==> src/rtl/clk_step_ctrl.sv <==
// clk_step_ctrl: CPU clock-enable controller for single-step, burst,
// paced and full-speed execution with a debounced button and breakpoint.
module clk_step_ctrl #(
    parameter int DEBOUNCE_CYCLES = 500000,
    parameter int SLOW_DIV        = 50000000,
    parameter int FAST_DIV        = 5000000,
    parameter int BURST_W         = 8,
    parameter int ADDR_W          = 12
) (
    input  logic              clk,
    input  logic              rst,
    input  logic              btn,
    input  logic [1:0]        mode,
    input  logic [BURST_W-1:0] burst_len,
    input  logic              bp_en,
    input  logic [ADDR_W-1:0] bp_addr,
    input  logic [ADDR_W-1:0] pc_addr,
    output logic              cpu_ce,
    output logic              btn_pulse,
    output logic              running,
    output logic              halted
);

    localparam int DB_W    = $clog2(DEBOUNCE_CYCLES + 1);
    localparam int DIV_MAX = (SLOW_DIV > FAST_DIV) ? SLOW_DIV : FAST_DIV;
    localparam int RATE_W  = $clog2(DIV_MAX + 1);

    localparam logic [DB_W-1:0]   DB_LAST   = DB_W'(DEBOUNCE_CYCLES - 1);
    localparam logic [RATE_W-1:0] SLOW_LAST = RATE_W'(SLOW_DIV - 1);
    localparam logic [RATE_W-1:0] FAST_LAST = RATE_W'(FAST_DIV - 1);

    localparam logic [1:0] M_STEP = 2'b00;
    localparam logic [1:0] M_SLOW = 2'b01;
    localparam logic [1:0] M_FAST = 2'b10;
    localparam logic [1:0] M_FULL = 2'b11;

    typedef enum logic [1:0] {
        S_IDLE,
        S_BURST,
        S_RUN,
        S_HALT
    } state_t;

    logic              r_sync1;
    logic              r_sync2;
    logic              r_db_level;
    logic [DB_W-1:0]   r_db_cnt;
    logic              r_btn_pulse;

    logic [1:0]        r_mode_q;
    logic [RATE_W-1:0] r_rate_cnt;
    logic [RATE_W-1:0] w_rate_last;
    logic              w_rate_en;
    logic              w_mode_chg;
    logic              w_tick;

    state_t            r_state;
    state_t            w_state_nxt;
    logic [BURST_W-1:0] r_burst_cnt;
    logic [BURST_W-1:0] w_burst_nxt;
    logic              w_cpu_ce;
    logic              w_bp_hit;

    // Two-flop synchronizer for the raw (active-low) button.
    always_ff @(posedge clk or posedge rst) begin
        if (rst) begin
            r_sync1 <= 1'b1;
            r_sync2 <= 1'b1;
        end else begin
            r_sync1 <= btn;
            r_sync2 <= r_sync1;
        end
    end

    // Debounce: flip the level after DEBOUNCE_CYCLES differing samples;
    // a flip to 0 (press) emits a one-cycle pulse.
    always_ff @(posedge clk or posedge rst) begin
        if (rst) begin
            r_db_level  <= 1'b1;
            r_db_cnt    <= '0;
            r_btn_pulse <= 1'b0;
        end else begin
            r_btn_pulse <= 1'b0;
            if (r_sync2 == r_db_level) begin
                r_db_cnt <= '0;
            end else if (r_db_cnt == DB_LAST) begin
                r_db_level  <= r_sync2;
                r_db_cnt    <= '0;
                r_btn_pulse <= ~r_sync2;
            end else begin
                r_db_cnt <= r_db_cnt + 1'b1;
            end
        end
    end

    // Rate divider selection; only slow and fast modes are paced.
    always_comb begin
        w_rate_last = '0;
        w_rate_en   = 1'b0;
        case (mode)
            M_SLOW: begin
                w_rate_last = SLOW_LAST;
                w_rate_en   = 1'b1;
            end
            M_FAST: begin
                w_rate_last = FAST_LAST;
                w_rate_en   = 1'b1;
            end
            default: begin
                w_rate_last = '0;
                w_rate_en   = 1'b0;
            end
        endcase
    end

    assign w_mode_chg = (mode != r_mode_q);
    assign w_tick     = w_rate_en && !w_mode_chg &&
                        (r_rate_cnt == w_rate_last);

    // Previous mode, used to detect a mode change.
    always_ff @(posedge clk or posedge rst) begin
        if (rst) begin
            r_mode_q <= M_STEP;
        end else begin
            r_mode_q <= mode;
        end
    end

    // Rate counter: 0..DIV-1, cleared on any mode change.
    always_ff @(posedge clk or posedge rst) begin
        if (rst) begin
            r_rate_cnt <= '0;
        end else if (w_mode_chg || !w_rate_en) begin
            r_rate_cnt <= '0;
        end else if (r_rate_cnt == w_rate_last) begin
            r_rate_cnt <= '0;
        end else begin
            r_rate_cnt <= r_rate_cnt + 1'b1;
        end
    end

    assign w_bp_hit = bp_en && (pc_addr == bp_addr);

    // Next-state and cpu_ce decode for the step/run controller.
    always_comb begin
        w_state_nxt = r_state;
        w_burst_nxt = r_burst_cnt;
        w_cpu_ce    = 1'b0;
        case (r_state)
            S_IDLE: begin
                if (r_btn_pulse) begin
                    if (mode == M_STEP) begin
                        w_state_nxt = S_BURST;
                        w_burst_nxt = (burst_len == '0) ?
                                      BURST_W'(1) : burst_len;
                    end else begin
                        w_state_nxt = S_RUN;
                    end
                end
            end
            S_BURST: begin
                w_cpu_ce = 1'b1;
                if (r_burst_cnt <= BURST_W'(1)) begin
                    w_state_nxt = S_IDLE;
                    w_burst_nxt = '0;
                end else begin
                    w_burst_nxt = r_burst_cnt - 1'b1;
                end
            end
            S_RUN: begin
                if (mode == M_STEP) begin
                    w_state_nxt = S_IDLE;
                end else if (!w_mode_chg &&
                             ((mode == M_FULL) || w_tick)) begin
                    if (w_bp_hit) begin
                        w_state_nxt = S_HALT;
                    end else begin
                        w_cpu_ce = 1'b1;
                    end
                end
            end
            S_HALT: begin
                if (mode == M_STEP) begin
                    w_state_nxt = S_IDLE;
                end else if (r_btn_pulse) begin
                    w_cpu_ce    = 1'b1;
                    w_state_nxt = S_RUN;
                end
            end
            default: begin
                w_state_nxt = S_IDLE;
                w_burst_nxt = '0;
            end
        endcase
    end

    // Controller state and remaining burst count.
    always_ff @(posedge clk or posedge rst) begin
        if (rst) begin
            r_state     <= S_IDLE;
            r_burst_cnt <= '0;
        end else begin
            r_state     <= w_state_nxt;
            r_burst_cnt <= w_burst_nxt;
        end
    end

    assign cpu_ce    = w_cpu_ce;
    assign btn_pulse = r_btn_pulse;
    assign running   = (r_state == S_RUN);
    assign halted    = (r_state == S_HALT);

endmodule

==> config.mk <==
export PLATFORM = sky130hd
export DESIGN_NAME = clk_step_ctrl
export DESIGN_NICKNAME = d
export VERILOG_FILES = /design/src/rtl/clk_step_ctrl.sv
export SDC_FILE = /design/constraint.sdc
export NUM_CORES = 1
export LEC_CHECK = 0
export CORE_MARGIN = 2
export CORE_UTILIZATION = 55
export DETAILED_ROUTE_END_ITERATION = 10
export PLACE_DENSITY = 0.91
export RECOVER_POWER = 25
export SLEW_MARGIN = 25
export SYNTH_ARGS = -nofsm -noshare
export SYNTH_HDL_FRONTEND = slang
export SYNTH_SLANG_ARGS = --single-unit
==> constraint.sdc <==
create_clock -name clk -period 2.8 [get_ports clk]
set_input_delay 0.28 -clock clk [delete_from_list [all_inputs] [get_ports clk]]
set_output_delay 0.28 -clock clk [all_outputs]
set_load 0.1 [all_outputs]
[Word-level counts from Yosys, hierarchy flattened]
Index checks and enable logic that the tools add are counted.
Operators by class
  $lt $le $gt $ge: 1
  bitwise gates (word level): 2
  reductions and logical operators: 16
  eq/ne operators: 17
  $add $sub $neg: 3
  muxes and demuxes: 28
Operators with widths (count)
  $mux W26: 2
  $pmux W26 S2: 1
  $mux W19: 2
  $mux W8: 4
  $add A26 B1 Y26 const B: 1
  $eq A26 B26 Y1: 1
  $add A19 B1 Y19 const B: 1
  $eq A19 B19 Y1 const B: 1
  $mux W2: 8
  $pmux W8 S2: 1
  $eq A12 B12 Y1: 1
  $ne A3 B1 Y1 const B: 3
  $eq A2 B2 Y1 const B: 4
  $le A8 B1 Y1 const B: 1
  $logic_not A8 Y1: 1
  $mux W1: 8
  $pmux W2 S4: 1
  $sub A8 B1 Y8 const B: 1
  $ne A2 B2 Y1 const B: 3
  $reduce_and A5 Y1: 1
  $eq A2 B1 Y1 const B: 2
  $logic_and A1 B1 Y1: 4
  $logic_not A2 Y1: 2
  $pmux W1 S3: 1
  9 further kinds: 12
Storage, ports and cells
  register bits: 61
  output and inout port bits: 4
  word-level logic and storage cells: 76
  input port bits: 38

[Longest topological paths before layout]
  depth in word-level cells: 10
  depth in mapped cells: 9
  gate-level depth less buffers: 7

[Worst setup path after synthesis]
Ideal clock, no wire load.
  path kind: register to output
  start: register r_state[1]
  end: output cpu_ce
  arrival: 4.157 ns
  cell stages (with the launch flop): 4
  setup slack: -1.637 ns
  path buffers: 0
  required time: 2.520 ns
  cells stage by stage: dfrtp_1 -> nor2b_1 -> nand3b_1 -> o21ai_0
On the way
  longest elaborated chain between the ends: 2
  elaborated cells between the ends (all ways): 4
  classes of those cells: 3 x eq/ne; 1 x mux
Ends and longest elaborated chain
  from (decl): RTL line 57  | state_t r_state;
  from (signal assigned): RTL line 203  | r_state <= w_state_nxt;
  $eq A2 B2 Y1
  via running: RTL line 20  | output logic running,
  $pmux W1 S3: RTL line 149  | case (r_state)
  to (decl): RTL line 18  | output logic cpu_ce,
The timed path passes the listed nets, and every way through them passes these cells.

[Worst setup path after layout]
  start: input mode[1]
  end: output cpu_ce
On the way
  longest elaborated chain between the ends: 10
  elaborated cells between the ends (all ways): 18
  classes of those cells: 5 x eq/ne; 6 x mux; 7 x reduce/logical
Ends and longest elaborated chain
  from (decl): RTL line 13  | input logic [1:0] mode,
  parallel branches: the longest is 9 deep, another holds $pmux W26 S2
  $pmux W1 S3 (*): RTL line 149
Every way passes the cells marked *.

==> flow_metrics.env <==
export IMPL_cts_htree_levels=3
export IMPL_fp_dieArea_um2=6880
export IMPL_die_y_um=83.0
export IMPL_fin_tns_setup_ps=0
export IMPL_r2r_slack_ps=510
export IMPL_final_common_cell="nor2_1"
export IMPL_hold_path_endpoint="r_sync2"
export IMPL_crit_fanout=3
export IMPL_netlist_area_um2=3430
export IMPL_multi_input_area_um2=1830
export IMPL_power_density_nw_per_um2=538
export IMPL_period_share=0.996
export IMPL_fin_nets=464
export IMPL_hold_ws_ps=363
export IMPL_drt_iter0_markers=311
export IMPL_synthMuxAreaShare=0.00328
export IMPL_path_clk_slew_ps=60
export IMPL_core_area_um2=5960
export IMPL_p_leak_nw=1.67
export IMPL_clkPwrFrac=0.376
export IMPL_outcome="finished, final reports clean"
export IMPL_drive_gt1_frac=0.121
export IMPL_synth_top_family_by_area="simple AND/OR/NAND/NOR gates"
export IMPL_layout_common_cells="67 x nor2_1, 58 x dfrtp_1, 42 x xnor2_1"
export IMPL_synthCells=372
export IMPL_ff2ff_path_depth=6
export IMPL_async_flop_share=1.00
export IMPL_cts_root_buffer="clkbuf_8"
export IMPL_synth_ff_type="dfrtp_1"
export IMPL_routabilityCongestion=0.894
export IMPL_antenna_found_initial=0
export IMPL_worstMarginPinSlew_ps=1160
export IMPL_ys_seq_area_frac=0.446
export IMPL_cts_tree="yes"
export IMPL_combPwrFrac=0.177
export IMPL_power_mw=2.27
export IMPL_numCtsBuffers=9
export IMPL_wl_per_cell_um=17.2
export IMPL_r2r_end="r_burst_cnt[6]"
export IMPL_p_seq_frac=0.447
export IMPL_crit_required_ps=2520
export IMPL_synth_cell_types=50
export IMPL_clock_path_buffers=2
export IMPL_startpoint_type="input port"
export IMPL_peakVddDrop_mv=0.417
export IMPL_diodes=0
export IMPL_netSwitchingFraction=0.282
export IMPL_grt_pass1_wl_um=13700
export IMPL_syn_area_per_cell_um2=9.22
export IMPL_grtUsageTotal=0.242
export IMPL_wirelength_um=8580
export IMPL_first_pass_iters=7
export IMPL_grt_pass1_vias=2915
export IMPL_gr_total_overflow=0
export IMPL_maxCapViolCount=0
export IMPL_slew_headroom=0.227
export IMPL_dp_hpwl_um=5540
export IMPL_post_cts_buffers=0
export IMPL_hold_class="flop to flop"
export IMPL_hold_viol=0
export IMPL_ff_latch_area_um2=1530
export IMPL_min_period_ps=2790
export IMPL_grt_max_degree=33
export IMPL_cts_sinks=61
export IMPL_p_switching_uw=640
export IMPL_start_util=0.576
export IMPL_end_kind="output pin"
export IMPL_hold_start="r_sync1"
export IMPL_hold_path_cell_count=0
export IMPL_r2r_start="r_burst_cnt[0]"
export IMPL_synth_seq_cells=61
export IMPL_finClkSkew_ps=11.0
export IMPL_clock_fmax_mhz=359
export IMPL_rows=28
export IMPL_drv_slew=0
export IMPL_cp_arrival_ps=2510
export IMPL_clk_latency_ps=340
export IMPL_synth_edff_count=0
export IMPL_setup_slack_ps=11.3
export IMPL_place_ws_ps=-52.2
export IMPL_viasPerCell=6.07
export IMPL_setup_viol=0
export IMPL_vias=3023
export IMPL_cts_hold_buf=0
export IMPL_die_w_um=83.0
export IMPL_synth_xor_area_share=0.143
export IMPL_ios=42
export IMPL_synth_compound_area_frac=0.0774
export IMPL_ys_warn_count=0
export IMPL_critPathKind="input port to output pin"
export IMPL_yosys_area_share_simple=0.260
export IMPL_io_buffers=41
export IMPL_internal_power_mw=1.63
export IMPL_synth_fp_nets=418
export IMPL_n_fill_cell=404
export IMPL_drc=0
export IMPL_ant_nets=0
export IMPL_synthAdderAreaFrac=0.0292
export IMPL_syn_to_final_growth_pct=23.1
per-stage QoR:
stage,util,cell area (um2),std cells
2_1_floorplan,-,3430,372
3_3_place_gp,0.661,3940,482
3_5_place_dp,0.661,3940,482
4_1_cts,0.699,4160,498
5_1_grt,0.708,4220,498
6_report,0.708,4220,498
metal layers:
metal | share of wire | vias to the layer above | track usage
li1 | - | 1372 | -
met1 | 0.39 | 1410 | 0.288
met2 | 0.48 | 202 | 0.415
met3 | 0.090 | 39 | 0.0696
met4 | 0.034 | 0 | 0.0924
met5 | 0 | - | 0
Yosys cell counts, types with 3 or more instances:
cell,instances,area [um2]
nor2_1,67,251
xor2_1,14,123
inv_1,18,67.6
or3_1,3,18.8
nor4_1,9,56.3
nor3_1,14,70.1
and3_1,7,43.8
or2_2,7,43.8
ha_1,8,100
nand4_1,12,75.1
xnor2_1,42,368
a21oi_1,6,30.0
a31oi_1,3,18.8
dfstp_2,3,78.8
o21ai_0,13,65.1
or4_1,4,30.0
buf_2,6,30.0
nand3_1,19,95.1
dfrtp_1,58,1450
nand2_1,19,71.3
power groups by stage:
| stage | logic [mW] | registers, mW | clock network, mW |
|---|---|---|---|
| final | 0.401 | 1.01 | 0.853 |
| after global routing | 0.437 | 1.02 | 0.911 |
| after CTS | 0.387 | 1.01 | 0.861 |
| after detailed placement | 0.380 | 1.03 | 0 |
| after global placement | 0.365 | 1.02 | 0 |
| after floorplan | 0.252 | 1.01 | 0 |
kinds of logic after synthesis:
logic type      Yosys count
simple gates            176
fa+ha+maj                 8
buf+inv                  30
xor+xnor                 56
flops                    61
compound gates           40
mux                       1
sequential cells by signal, indices dropped and copies added, names as in the netlist:
signal	cells
btn_pulse	1
r_burst_cnt	8
r_db_cnt	19
r_db_level	1
r_mode_q	2
r_rate_cnt	26
r_state	2
r_sync1	1
r_sync2	1
final cells by class:
class,instances,area share
sequential,61,0.363
timing repair buffer,47,0.114
inverter,18,0.0160
clock buffer,10,0.0302
clock inverter,6,0.0208
tap,75,0.0222
multi-input combinational,281,0.434
worst max path at each step:
stage	startpoint	endpoint	slack (ps)	cells past startpoint
CTS	mode[0]	cpu_ce	6	9
finish	mode[1]	cpu_ce	10	10
detailed placement	mode[0]	cpu_ce	-50	9
floorplan	r_state[1]	cpu_ce	150	3
global placement	mode[0]	cpu_ce	120	9
global route	mode[0]	cpu_ce	-80	10
critical path, cell delays in order:
cell and delay, ps:
clkdlybuf4s50_1 500, inv_2 70, ha_4 290, buf_4 120, nand4_1 150, a2bb2oi_2 190
a2111oi_4 340, a31oi_2 160, o21ai_2 200, buf_12 190
repair_timing:
item | CTS | global route
cloned | 0 | 0
endpoints found under the setup margin | 1 | 1
pin swaps | 2 | 4
gates resized for setup | 1 | 9
endpoints found under the hold margin | 0 | 0
Note: power is estimated with default switching activity, not from simulation.
